File: src/rtl/fetch_pkg.sv
// rtl/fetch_pkg.sv - shared types and constants for the instruction fetch controller
package fetch_pkg;

   typedef enum logic [1:0] {
      FS_IDLE,
      FS_FETCH,
      FS_STALL,
      FS_FAULT
   } fetch_state_t;

   localparam int WORD_BYTES   = 4;
   localparam int ENTRY_ADDR_W = 32;
   localparam int ENTRY_DATA_W = 32;

   // Widest supported entry; narrower ADDR_W/DATA_W configurations zero-extend into it.
   typedef struct packed {
      logic [ENTRY_DATA_W-1:0] instr;
      logic [ENTRY_ADDR_W-1:0] pc;
   } fetch_entry_t;

endpackage

File: src/rtl/fetch_fifo.sv
// rtl/fetch_fifo.sv - synchronous FIFO with flush, count and registered head entry
module fetch_fifo #(
   parameter int WIDTH = 64,
   parameter int DEPTH = 2,
   parameter int CNT_W = $clog2(DEPTH + 1)
) (
   input  logic             clk_i,
   input  logic             rst_i,
   input  logic             flush_i,
   input  logic             push_i,
   input  logic [WIDTH-1:0] wdata_i,
   input  logic             pop_i,
   output logic [WIDTH-1:0] rdata_o,
   output logic             valid_o,
   output logic [CNT_W-1:0] count_o
);

   localparam int PTR_W = (DEPTH > 1) ? $clog2(DEPTH) : 1;

   logic [WIDTH-1:0] store [DEPTH];
   logic [PTR_W-1:0] wr_ptr;
   logic [PTR_W-1:0] rd_ptr;
   logic [CNT_W-1:0] count_q;
   logic             pop_fire;
   logic             push_fire;

   assign pop_fire  = pop_i && (count_q != '0);
   assign push_fire = push_i && ((count_q < CNT_W'(DEPTH)) || pop_fire);

   always_ff @(posedge clk_i or negedge rst_i) begin
      if (!rst_i) begin
         for (int i = 0; i < DEPTH; i++) begin
            store[i] <= '0;
         end
         wr_ptr  <= '0;
         rd_ptr  <= '0;
         count_q <= '0;
      end else if (flush_i) begin
         wr_ptr  <= '0;
         rd_ptr  <= '0;
         count_q <= '0;
      end else begin
         if (push_fire) begin
            store[wr_ptr] <= wdata_i;
            wr_ptr        <= wr_ptr + PTR_W'(1);
         end
         if (pop_fire) begin
            rd_ptr <= rd_ptr + PTR_W'(1);
         end
         count_q <= count_q + CNT_W'(push_fire) - CNT_W'(pop_fire);
      end
   end

   assign rdata_o = store[rd_ptr];
   assign valid_o = (count_q != '0);
   assign count_o = count_q;

endmodule

File: src/rtl/instr_fetch_ctrl.sv
// rtl/instr_fetch_ctrl.sv - fetch PC sequencer feeding decode through a small fetch buffer
module instr_fetch_ctrl
   import fetch_pkg::*;
#(
   parameter int                ADDR_W     = 32,
   parameter int                DATA_W     = 32,
   parameter int                FIFO_DEPTH = 2,
   parameter int                MEM_WORDS  = 32,
   parameter logic [ADDR_W-1:0] RESET_PC   = '0
) (
   input  logic              clk_i,
   input  logic              rst_i,
   input  logic              start_i,
   input  logic              redirect_i,
   input  logic [ADDR_W-1:0] redirect_pc_i,
   output logic [ADDR_W-1:0] mem_addr_o,
   input  logic [DATA_W-1:0] mem_instr_i,
   output logic [DATA_W-1:0] instr_o,
   output logic [ADDR_W-1:0] pc_o,
   output logic              valid_o,
   input  logic              ready_i,
   output logic              busy_o,
   output logic              fault_o
);

   localparam int              CNT_W    = $clog2(FIFO_DEPTH + 1);
   localparam logic [ADDR_W:0] PC_LIMIT = (ADDR_W + 1)'(MEM_WORDS * WORD_BYTES);

   fetch_state_t      state;
   fetch_state_t      state_nxt;
   logic [ADDR_W-1:0] fetch_pc;
   logic [ADDR_W-1:0] pc_nxt;
   logic [CNT_W-1:0]  count;
   logic              push;
   logic              pop;
   logic              flush;
   logic              slot_free;
   logic              in_range;
   logic              misaligned;
   fetch_entry_t      push_entry;
   fetch_entry_t      head_entry;

   assign pop        = valid_o && ready_i;
   assign slot_free  = (count < CNT_W'(FIFO_DEPTH)) || pop;
   assign in_range   = ({1'b0, fetch_pc} < PC_LIMIT);
   assign misaligned = (redirect_pc_i[1:0] != 2'b00);

   always_ff @(posedge clk_i or negedge rst_i) begin
      if (!rst_i) begin
         state    <= FS_IDLE;
         fetch_pc <= RESET_PC;
      end else begin
         state    <= state_nxt;
         fetch_pc <= pc_nxt;
      end
   end

   // Redirect overrides every state; the flush also swallows any same-cycle push/pop.
   always_comb begin
      state_nxt = state;
      pc_nxt    = fetch_pc;
      push      = 1'b0;
      flush     = 1'b0;
      if (redirect_i) begin
         flush  = 1'b1;
         pc_nxt = {redirect_pc_i[ADDR_W-1:2], 2'b00};
         if (misaligned) begin
            state_nxt = FS_FAULT;
         end else if (state == FS_IDLE) begin
            state_nxt = FS_IDLE;
         end else begin
            state_nxt = FS_FETCH;
         end
      end else begin
         case (state)
            FS_IDLE: begin
               if (start_i) begin
                  state_nxt = FS_FETCH;
               end
            end
            FS_FETCH: begin
               if (!in_range) begin
                  state_nxt = FS_FAULT;
               end else if (slot_free) begin
                  push   = 1'b1;
                  pc_nxt = fetch_pc + ADDR_W'(WORD_BYTES);
               end else begin
                  state_nxt = FS_STALL;
               end
            end
            FS_STALL: begin
               if (!in_range) begin
                  state_nxt = FS_FAULT;
               end else if (pop) begin
                  state_nxt = FS_FETCH;
               end
            end
            FS_FAULT: begin
               state_nxt = FS_FAULT;
            end
            default: begin
               state_nxt = FS_IDLE;
            end
         endcase
      end
   end

   assign push_entry.instr = ENTRY_DATA_W'(mem_instr_i);
   assign push_entry.pc    = ENTRY_ADDR_W'(fetch_pc);

   fetch_fifo #(
      .WIDTH ($bits(fetch_entry_t)),
      .DEPTH (FIFO_DEPTH),
      .CNT_W (CNT_W)
   ) u_fifo (
      .clk_i   (clk_i),
      .rst_i   (rst_i),
      .flush_i (flush),
      .push_i  (push),
      .wdata_i (push_entry),
      .pop_i   (pop),
      .rdata_o (head_entry),
      .valid_o (valid_o),
      .count_o (count)
   );

   assign mem_addr_o = fetch_pc;
   assign instr_o    = head_entry.instr[DATA_W-1:0];
   assign pc_o       = head_entry.pc[ADDR_W-1:0];
   assign busy_o     = (state == FS_FETCH) || (state == FS_STALL);
   assign fault_o    = (state == FS_FAULT);

endmodule

File: config.mk
export PLATFORM = sky130hd
export DESIGN_NAME = instr_fetch_ctrl
export DESIGN_NICKNAME = d
export VERILOG_FILES = /design/src/rtl/fetch_pkg.sv /design/src/rtl/fetch_fifo.sv /design/src/rtl/instr_fetch_ctrl.sv
export SDC_FILE = /design/constraint.sdc
export NUM_CORES = 1
export LEC_CHECK = 0
export CAP_MARGIN = 40
export CELL_PAD_IN_SITES_DETAIL_PLACEMENT = 1
export CELL_PAD_IN_SITES_GLOBAL_PLACEMENT = 2
export CORE_ASPECT_RATIO = 0.8
export CORE_MARGIN = 10
export CORE_UTILIZATION = 38
export CTS_BUF_LIST = sky130_fd_sc_hd__clkbuf_4 sky130_fd_sc_hd__clkbuf_8
export DETAILED_ROUTE_END_ITERATION = 6
export GPL_ROUTABILITY_DRIVEN = 0
export PLACE_DENSITY = 0.86
export RECOVER_POWER = 25
export SYNTH_ARGS = -nofsm -noshare
export SYNTH_HDL_FRONTEND = slang
export SYNTH_SLANG_ARGS = --single-unit
export TNS_END_PERCENT = 50
File: constraint.sdc
create_clock -name clk_i -period 5.81 [get_ports clk_i]
set_input_delay 1.162 -clock clk_i [delete_from_list [all_inputs] [get_ports clk_i]]
set_output_delay 1.162 -clock clk_i [all_outputs]
set_load 0.01 [all_outputs]
==> results.py, run 1 <==
metrics = {
    "cts": {
        "cts_tree": "yes",
        "clk_pin_slew_ns": 0.08,
        "clock_sinks": 160,
        "insertion_delay_ns": 0.44,
        "cts_setup_buffers": 0,
        "root_buffer": "clkbuf_8",
        "cts_buffers": 17,
        "clk_path_buf_depth": 2,
        "postCtsHoldBufs": 0,
        "h-tree-depth": 4,
        "cts_resized": 0,
    },
    "layout": {
        "area_growth_syn_to_layout_pct": 32.5,
        "nNetsFinal": 722,
        "drive_gt1_frac": 0.284,
        "ff_latch_area_sq_um": 4010,
        "nFillCells": 1782,
        "fin_util": 0.511,
        "multi_input_area_sq_um": 2780,
        "diodes": 0,
    },
    "power": {
        "power.density_nw_per_um2": 256,
        "peakVddDrop_mv": 0.142,
        "power_leakage_nw": 4.44,
    },
    "setup_path": {
        "crit_family": "buffers and inverters",
        "crit_type": "input port to async pin",
        "slowest_stage": "clkbuf_1",
        "start_kind": "input port",
        "required_ns": 6.31,
        "end_kind": "async pin",
        "path_cells": "clkbuf_1 > clkbuf_1 > buf_4",
        "worstPathMaxFanout": 57,
        "slowest_delay_ns": 1.98,
        "cp_common_cell": "clkbuf_1",
        "path_buf_inv": 3,
        "arrival_ns": 4.15,
    },
    "grt": {
        "antenna_found_initial": 0,
        "grt_max_degree": 58,
        "grt_usage": 0.153,
        "grt_pass1_vias": 5158,
        "grt-ovfl-total": 0,
        "grt_pass1_wl_um": 29100,
    },
    "drt": {
        "wire_per_inst_um": 20.2,
        "postRouteAntennaNets": 0,
        "via_per_inst": 4.92,
        "finalWirelength_um": 18000,
        "drt_iter0_drc": 166,
        "drc": 0,
        "first_pass_iters": 4,
        "via_count": 4373,
    },
    "status": {
        "failed_checks": "capacitance limit, slew limit",
        "outcome": "complete, but fails checks",
    },
    "synthesis": {
        "synthTopCellsByCount": "160 x dfrtp_1, 106 x mux2_2, 50 x and2_1",
        "yosys-top-cells-area": "dfrtp_1 57%, mux2_2 17%, mux2_4 7.5%",
        "synthXorXnorAreaFrac": 0.0100,
        "yosysMostFrequentCell": "dfrtp_1",
        "netlist-cell-type-count": 38,
        "synthArstFlopShare": 1.00,
        "synth_edf_count": 0,
        "synth_top_area_cell": "dfrtp_1",
        "synth_seq_cells": 160,
        "ys_seq_area_frac": 0.574,
        "synth.cell_area_sq_um": 6980,
        "synth_compound_area_frac": 0.0134,
        "synth_fa_ha_area_frac": 0.0126,
        "syn_area_per_cell_sq_um": 14.5,
        "synth_mux_area_frac": 0.280,
        "synth_top_area_frac": 0.574,
        "yosys.area_share.simple": 0.0794,
        "syn_inst": 482,
        "synth_ff_type": "dfrtp_1",
        "ys_warn_count": 0,
        "synth_top_family_by_area": "multiplexers",
    },
    "placement": {
        "io_buffers": 163,
        "dp_hpwl_um": 12600,
    },
    "timing": {
        "layout_min_cycle_time_ns": 3.65,
        "final-hold-violation-count": 0,
        "fin_skew_ns": 0.0146,
        "setup_tns_ns": 0,
        "finalCritPeriodShare": 0.629,
        "slew_viol_final": 106,
        "report.final.setup_viol": 0,
        "slew_headroom": -0.902,
        "worst_pin_slew_ns": 2.85,
        "rsz0062_at_grt": "no",
        "fmax_ghz": 0.274,
    },
    "floorplanning": {
        "num_rows": 44,
        "die_h_um": 141,
        "io_pins": 168,
        "design.core.area_sq_um": 18100,
        "design.die.area_sq_um": 24200,
        "initial_core_util": 0.385,
        "die_w_um": 172,
    },
    "min_path": {
        "hold_class": "flop to flop",
    },
    "run": {
        "cap_violations": 2,
    },
}
==> worst paths after layout <==
| check | slack [ns] | cells after the start | startpoint | to |
|---|---|---|---|---|
| max | 2.16 | 3 | rst_i | u_fifo.store[97]$_DFFE_PN0P_ |
| max reg2reg | 2.88 | 6 | mem_addr_o[27]$_DFFE_PN0P_ | u_fifo.store[45]$_DFFE_PN0P_ |
| min | 0.48 | 1 | u_fifo.store[7]$_DFFE_PN0P_ | u_fifo.store[7]$_DFFE_PN0P_ |
| min reg2reg | 0.48 | 1 | u_fifo.store[7]$_DFFE_PN0P_ | u_fifo.store[7]$_DFFE_PN0P_ |
| min in group asynchronous | 1.73 | 2 | rst_i | u_fifo.store[112]$_DFFE_PN0P_ |
| max in group clk_i | 2.21 | 3 | u_fifo.rd_ptr$_DFFE_PN0P_ | instr_o[20] |
==> final cells by class <==
type,count,share of cell area
multi-input combinational,286,0.301
sequential,160,0.433
timing repair buffer,171,0.185
clock inverter,9,0.0130
clock buffer,23,0.0329
tap,230,0.0311
inverter,10,0.00406
==> cells in the final DEF (no fill, tap or decap), types with 2 or more instances in the layout <==
| cell type | synthesis | routed |
|---|---|---|
| inv_1 | 10 | 10 |
| xor2_1 | 2 | 2 |
| and2_1 | 50 | 50 |
| dfrtp_1 | 160 | 159 |
| mux2_4 | 35 | 35 |
| mux2_2 | 106 | 106 |
| clkbuf_8 | 0 | 21 |
| clkinv_4 | 0 | 2 |
| inv_6 | 0 | 4 |
| o21ai_0 | 7 | 7 |
| nand3_1 | 3 | 3 |
| nor2_1 | 8 | 8 |
| nor3_1 | 2 | 2 |
| nor4_2 | 3 | 3 |
| buf_4 | 5 | 4 |
| conb_1 | 1 | 4 |
| nand2_1 | 10 | 10 |
| xnor2_1 | 6 | 6 |
| bufinv_16 | 0 | 2 |
| clkbuf_1 | 11 | 3 |
| nor4_1 | 6 | 6 |
| mux2_1 | 20 | 20 |
| and3_1 | 2 | 2 |
| clkbuf_4 | 0 | 2 |
| ha_1 | 7 | 7 |
| a31oi_1 | 2 | 2 |
| clkdlybuf4s50_1 | 0 | 162 |
==> report_power, final <==
group	internal (mW)	total, mW	switching [mW]	leakage, nW
Clock	0.445	0.863	0.418	0.215
Sequential	1.14	1.18	0.0399	2.16
Combinational	0.171	0.323	0.152	2.07
Total	1.76	2.37	0.610	4.44
==> state kept, by name (all words and copies together) (netlist names) <==
name / count
mem_addr_o: 30
u_fifo.wr_ptr: 1
u_fifo.store: 124
state: 2
u_fifo.count_o: 2
u_fifo.rd_ptr: 1
==> cells by family after synthesis <==
family | after synthesis
buffers and inverters | 39
flip-flops | 160
XOR/XNOR | 8
AO/OA/AOI/OAI | 15
multiplexers | 162
other | 1
AND/OR/NAND/NOR | 90
adder cells (fa/ha/maj) | 7
==> per-layer routing <==
metal | GRT usage | vias up | part of all wire
met5 | 0 | - | 0
met4 | 0.0274 | 0 | 0.0051
met3 | 0.0784 | 6 | 0.099
met2 | 0.228 | 142 | 0.45
met1 | 0.194 | 2239 | 0.45
li1 | - | 1986 | -
==> worst register-to-register path, delay by kind of cell (launching register included) <==
kind	cells	cell delay [ns]
flip-flops	1	0.41
buffers and inverters	1	0.42
multiplexers	1	0.41
AND/OR/NAND/NOR	4	1.58
==> through the flow <==
step	instance area [sq um]	setup WS [ns]	hold WS, ns	power [mW]	std cells
after floorplan	6990	3.32	0.447	1.34	485
after global placement	8780	2.13	0.463	1.52	853
after detailed placement	8880	2.09	0.466	1.54	857
after CTS	9300	2.15	0.488	2.41	889
after global routing	9250	1.54	0.507	2.50	889
final	9250	2.16	0.481	2.37	889
Power figures use the tool's default switching activity.
==> inputs of run 2 (changes only) <==
--- a/config.mk
+++ b/config.mk
@@ -10,11 +10,11 @@
 export CELL_PAD_IN_SITES_GLOBAL_PLACEMENT = 2
 export CORE_ASPECT_RATIO = 0.8
 export CORE_MARGIN = 10
-export CORE_UTILIZATION = 38
+export CORE_UTILIZATION = 32
 export CTS_BUF_LIST = sky130_fd_sc_hd__clkbuf_4 sky130_fd_sc_hd__clkbuf_8
 export DETAILED_ROUTE_END_ITERATION = 6
 export GPL_ROUTABILITY_DRIVEN = 0
-export PLACE_DENSITY = 0.86
+export PLACE_DENSITY = 0.77
 export RECOVER_POWER = 25
 export SYNTH_ARGS = -nofsm -noshare
 export SYNTH_HDL_FRONTEND = slang
==> constraint.sdc (replaced) <==
create_clock -name clk_i -period 3.1 [get_ports clk_i]
set_input_delay 0.62 -clock clk_i [delete_from_list [all_inputs] [get_ports clk_i]]
set_output_delay 0.62 -clock clk_i [all_outputs]
set_load 0.01 [all_outputs]
==> run 2 against run 1 <==
The run still ends with capacitance limit, slew limit left. Combinational power is 92% higher. Via count is 0.34% lower. Clock-buffer cell count is 3 lower. Non-clock buffer count is 3 higher. Clock power is 76% higher. Global-route usage is 2.2 points lower. Cell count is 5.2% higher. Worst setup slack worse by 1.8 ns. Power is 83% higher. Clock skew is 0.0063 ns higher. Critical endpoint is now pc_o[5]. Largest power group unchanged. Highest routed layer unchanged.
==> results.py, run 2 (synthesized netlist as in run 1, its figures left out) <==
metrics = {
    "cts": {
        "clk_pin_slew_ns": 0.07,
        "cts_buffers": 17,
        "postCtsHoldBufs": 0,
        "cts_setup_buffers": 0,
        "insertion_delay_ns": 0.45,
        "cts_tree": "yes",
        "clock_sinks": 160,
        "root_buffer": "clkbuf_8",
        "clk_path_buf_depth": 2,
        "cts_resized": 0,
        "h-tree-depth": 4,
    },
    "setup_path": {
        "required_ns": 2.48,
        "arrival_ns": 2.14,
        "start_kind": "flop",
        "worstPathMaxFanout": 63,
        "crit_type": "flop to primary output",
        "end_kind": "primary output",
    },
    "floorplanning": {
        "io_pins": 168,
        "die_h_um": 152,
        "design.die.area_sq_um": 28200,
        "die_w_um": 185,
        "num_rows": 48,
        "initial_core_util": 0.325,
        "design.core.area_sq_um": 21500,
    },
    "power": {
        "power.density_nw_per_um2": 467,
        "p_total_mw": 4.34,
        "power_leakage_nw": 4.45,
        "peakVddDrop_mv": 0.204,
    },
    "drt": {
        "postRouteAntennaNets": 0,
        "drt_iter0_drc": 160,
        "drc": 0,
        "wire_per_inst_um": 19.1,
        "via_count": 4358,
        "finalWirelength_um": 17800,
        "first_pass_iters": 4,
        "via_per_inst": 4.66,
    },
    "layout": {
        "final_common_cell": "clkdlybuf4s50_1",
        "largest_register_ffs": 124,
        "diodes": 0,
        "drive_gt1_frac": 0.288,
        "largest_register": "u_fifo.store",
        "area_growth_syn_to_layout_pct": 33.3,
        "layout_common_cells": "162 x clkdlybuf4s50_1, 159 x dfrtp_1, 106 x mux2_2",
        "fin_cells": 935,
        "nNetsFinal": 725,
    },
    "timing": {
        "setup_ws_ns": 0.340,
        "slew_viol_final": 47,
        "report.final.setup_viol": 0,
        "slew_headroom": -0.457,
        "fmax_ghz": 0.362,
        "rsz0062_at_grt": "no",
        "layout_min_cycle_time_ns": 2.76,
        "final-hold-violation-count": 0,
        "setup_tns_ns": 0,
        "worst_pin_slew_ns": 2.19,
        "fin_skew_ns": 0.0209,
        "finalCritPeriodShare": 0.890,
    },
    "placement": {
        "io_buffers": 163,
        "dp_hpwl_um": 12600,
        "dp.cells": 905,
        "pre_cts_ws_ns": 0.518,
    },
    "grt": {
        "grt-ovfl-total": 0,
        "grt_pass1_vias": 5123,
        "grt_pass1_wl_um": 29400,
        "grt_max_degree": 73,
        "antenna_found_initial": 0,
        "grt_usage": 0.131,
    },
    "status": {
        "outcome": "complete, but fails checks",
        "failed_checks": "capacitance limit, slew limit",
    },
    "run": {
        "cap_violations": 1,
    },
    "min_path": {
        "hold_class": "flop to flop",
    },
}
run 2: cell types whose count changed in the layout (fill, tap and decap cells not counted), sizes merged:
cell         before  now
clkinv            2    5
clkinvlp          1    2
clkbuf           26   21
buf               6   10
inv              14   11
dlygate4sd2       0    1
run 2: per-layer routing:
metal | global-route usage | vias to the layer above | share of wire
li1 | - | 1988 | -
met1 | 0.159 | 2218 | 0.44
met2 | 0.194 | 137 | 0.44
met3 | 0.0727 | 15 | 0.11
met4 | 0.0390 | 0 | 0.0099
met5 | 0 | - | 0
run 2: final timing paths:
kind | startpoint | end | slack, ns | cells past startpoint
worst max-delay path | u_fifo.rd_ptr$_DFFE_PN0P_ | pc_o[5] | 0.34 | 3
worst min-delay path | u_fifo.store[12]$_DFFE_PN0P_ | u_fifo.store[12]$_DFFE_PN0P_ | 0.48 | 1
worst max register to register | mem_addr_o[27]$_DFFE_PN0P_ | u_fifo.store[69]$_DFFE_PN0P_ | 0.60 | 6
worst min register to register | u_fifo.store[12]$_DFFE_PN0P_ | u_fifo.store[12]$_DFFE_PN0P_ | 0.48 | 1
max in group asynchronous | rst_i | u_fifo.store[80]$_DFFE_PN0P_ | 0.75 | 2
min in group asynchronous | rst_i | u_fifo.store[55]$_DFFE_PN0P_ | 0.96 | 1
run 2: worst max-delay path: stages, from the launching register on:
cell             delay, ns
dfrtp_2               0.38
buf_12                0.28
mux2_2                0.39
clkdlybuf4s50_1       0.54
run 2: power breakdown:
group | switching, mW | internal, mW
logic | 0.292 | 0.328
clock network | 0.763 | 0.757
registers | 0.0590 | 2.14
run 2: final cells by class:
class | count | area (sq um)
clock buffer | 20 | 269
tap | 275 | 344
timing repair buffer | 174 | 1750
clock inverter | 10 | 113
multi-input combinational | 286 | 2780
sequential | 160 | 4010
inverter | 10 | 37.5
fill | 2185 | 12200
run 2: through the flow:
stage / instance area (sq um) / util / hold slack [ns]
after floorplan: 6990 / - / 0.324
final: 9300 / 0.432 / 0.484
after global placement: 8920 / 0.415 / 0.463
after detailed placement: 8920 / 0.415 / 0.465
after global routing: 9300 / 0.432 / 0.503
after CTS: 9300 / 0.433 / 0.0861
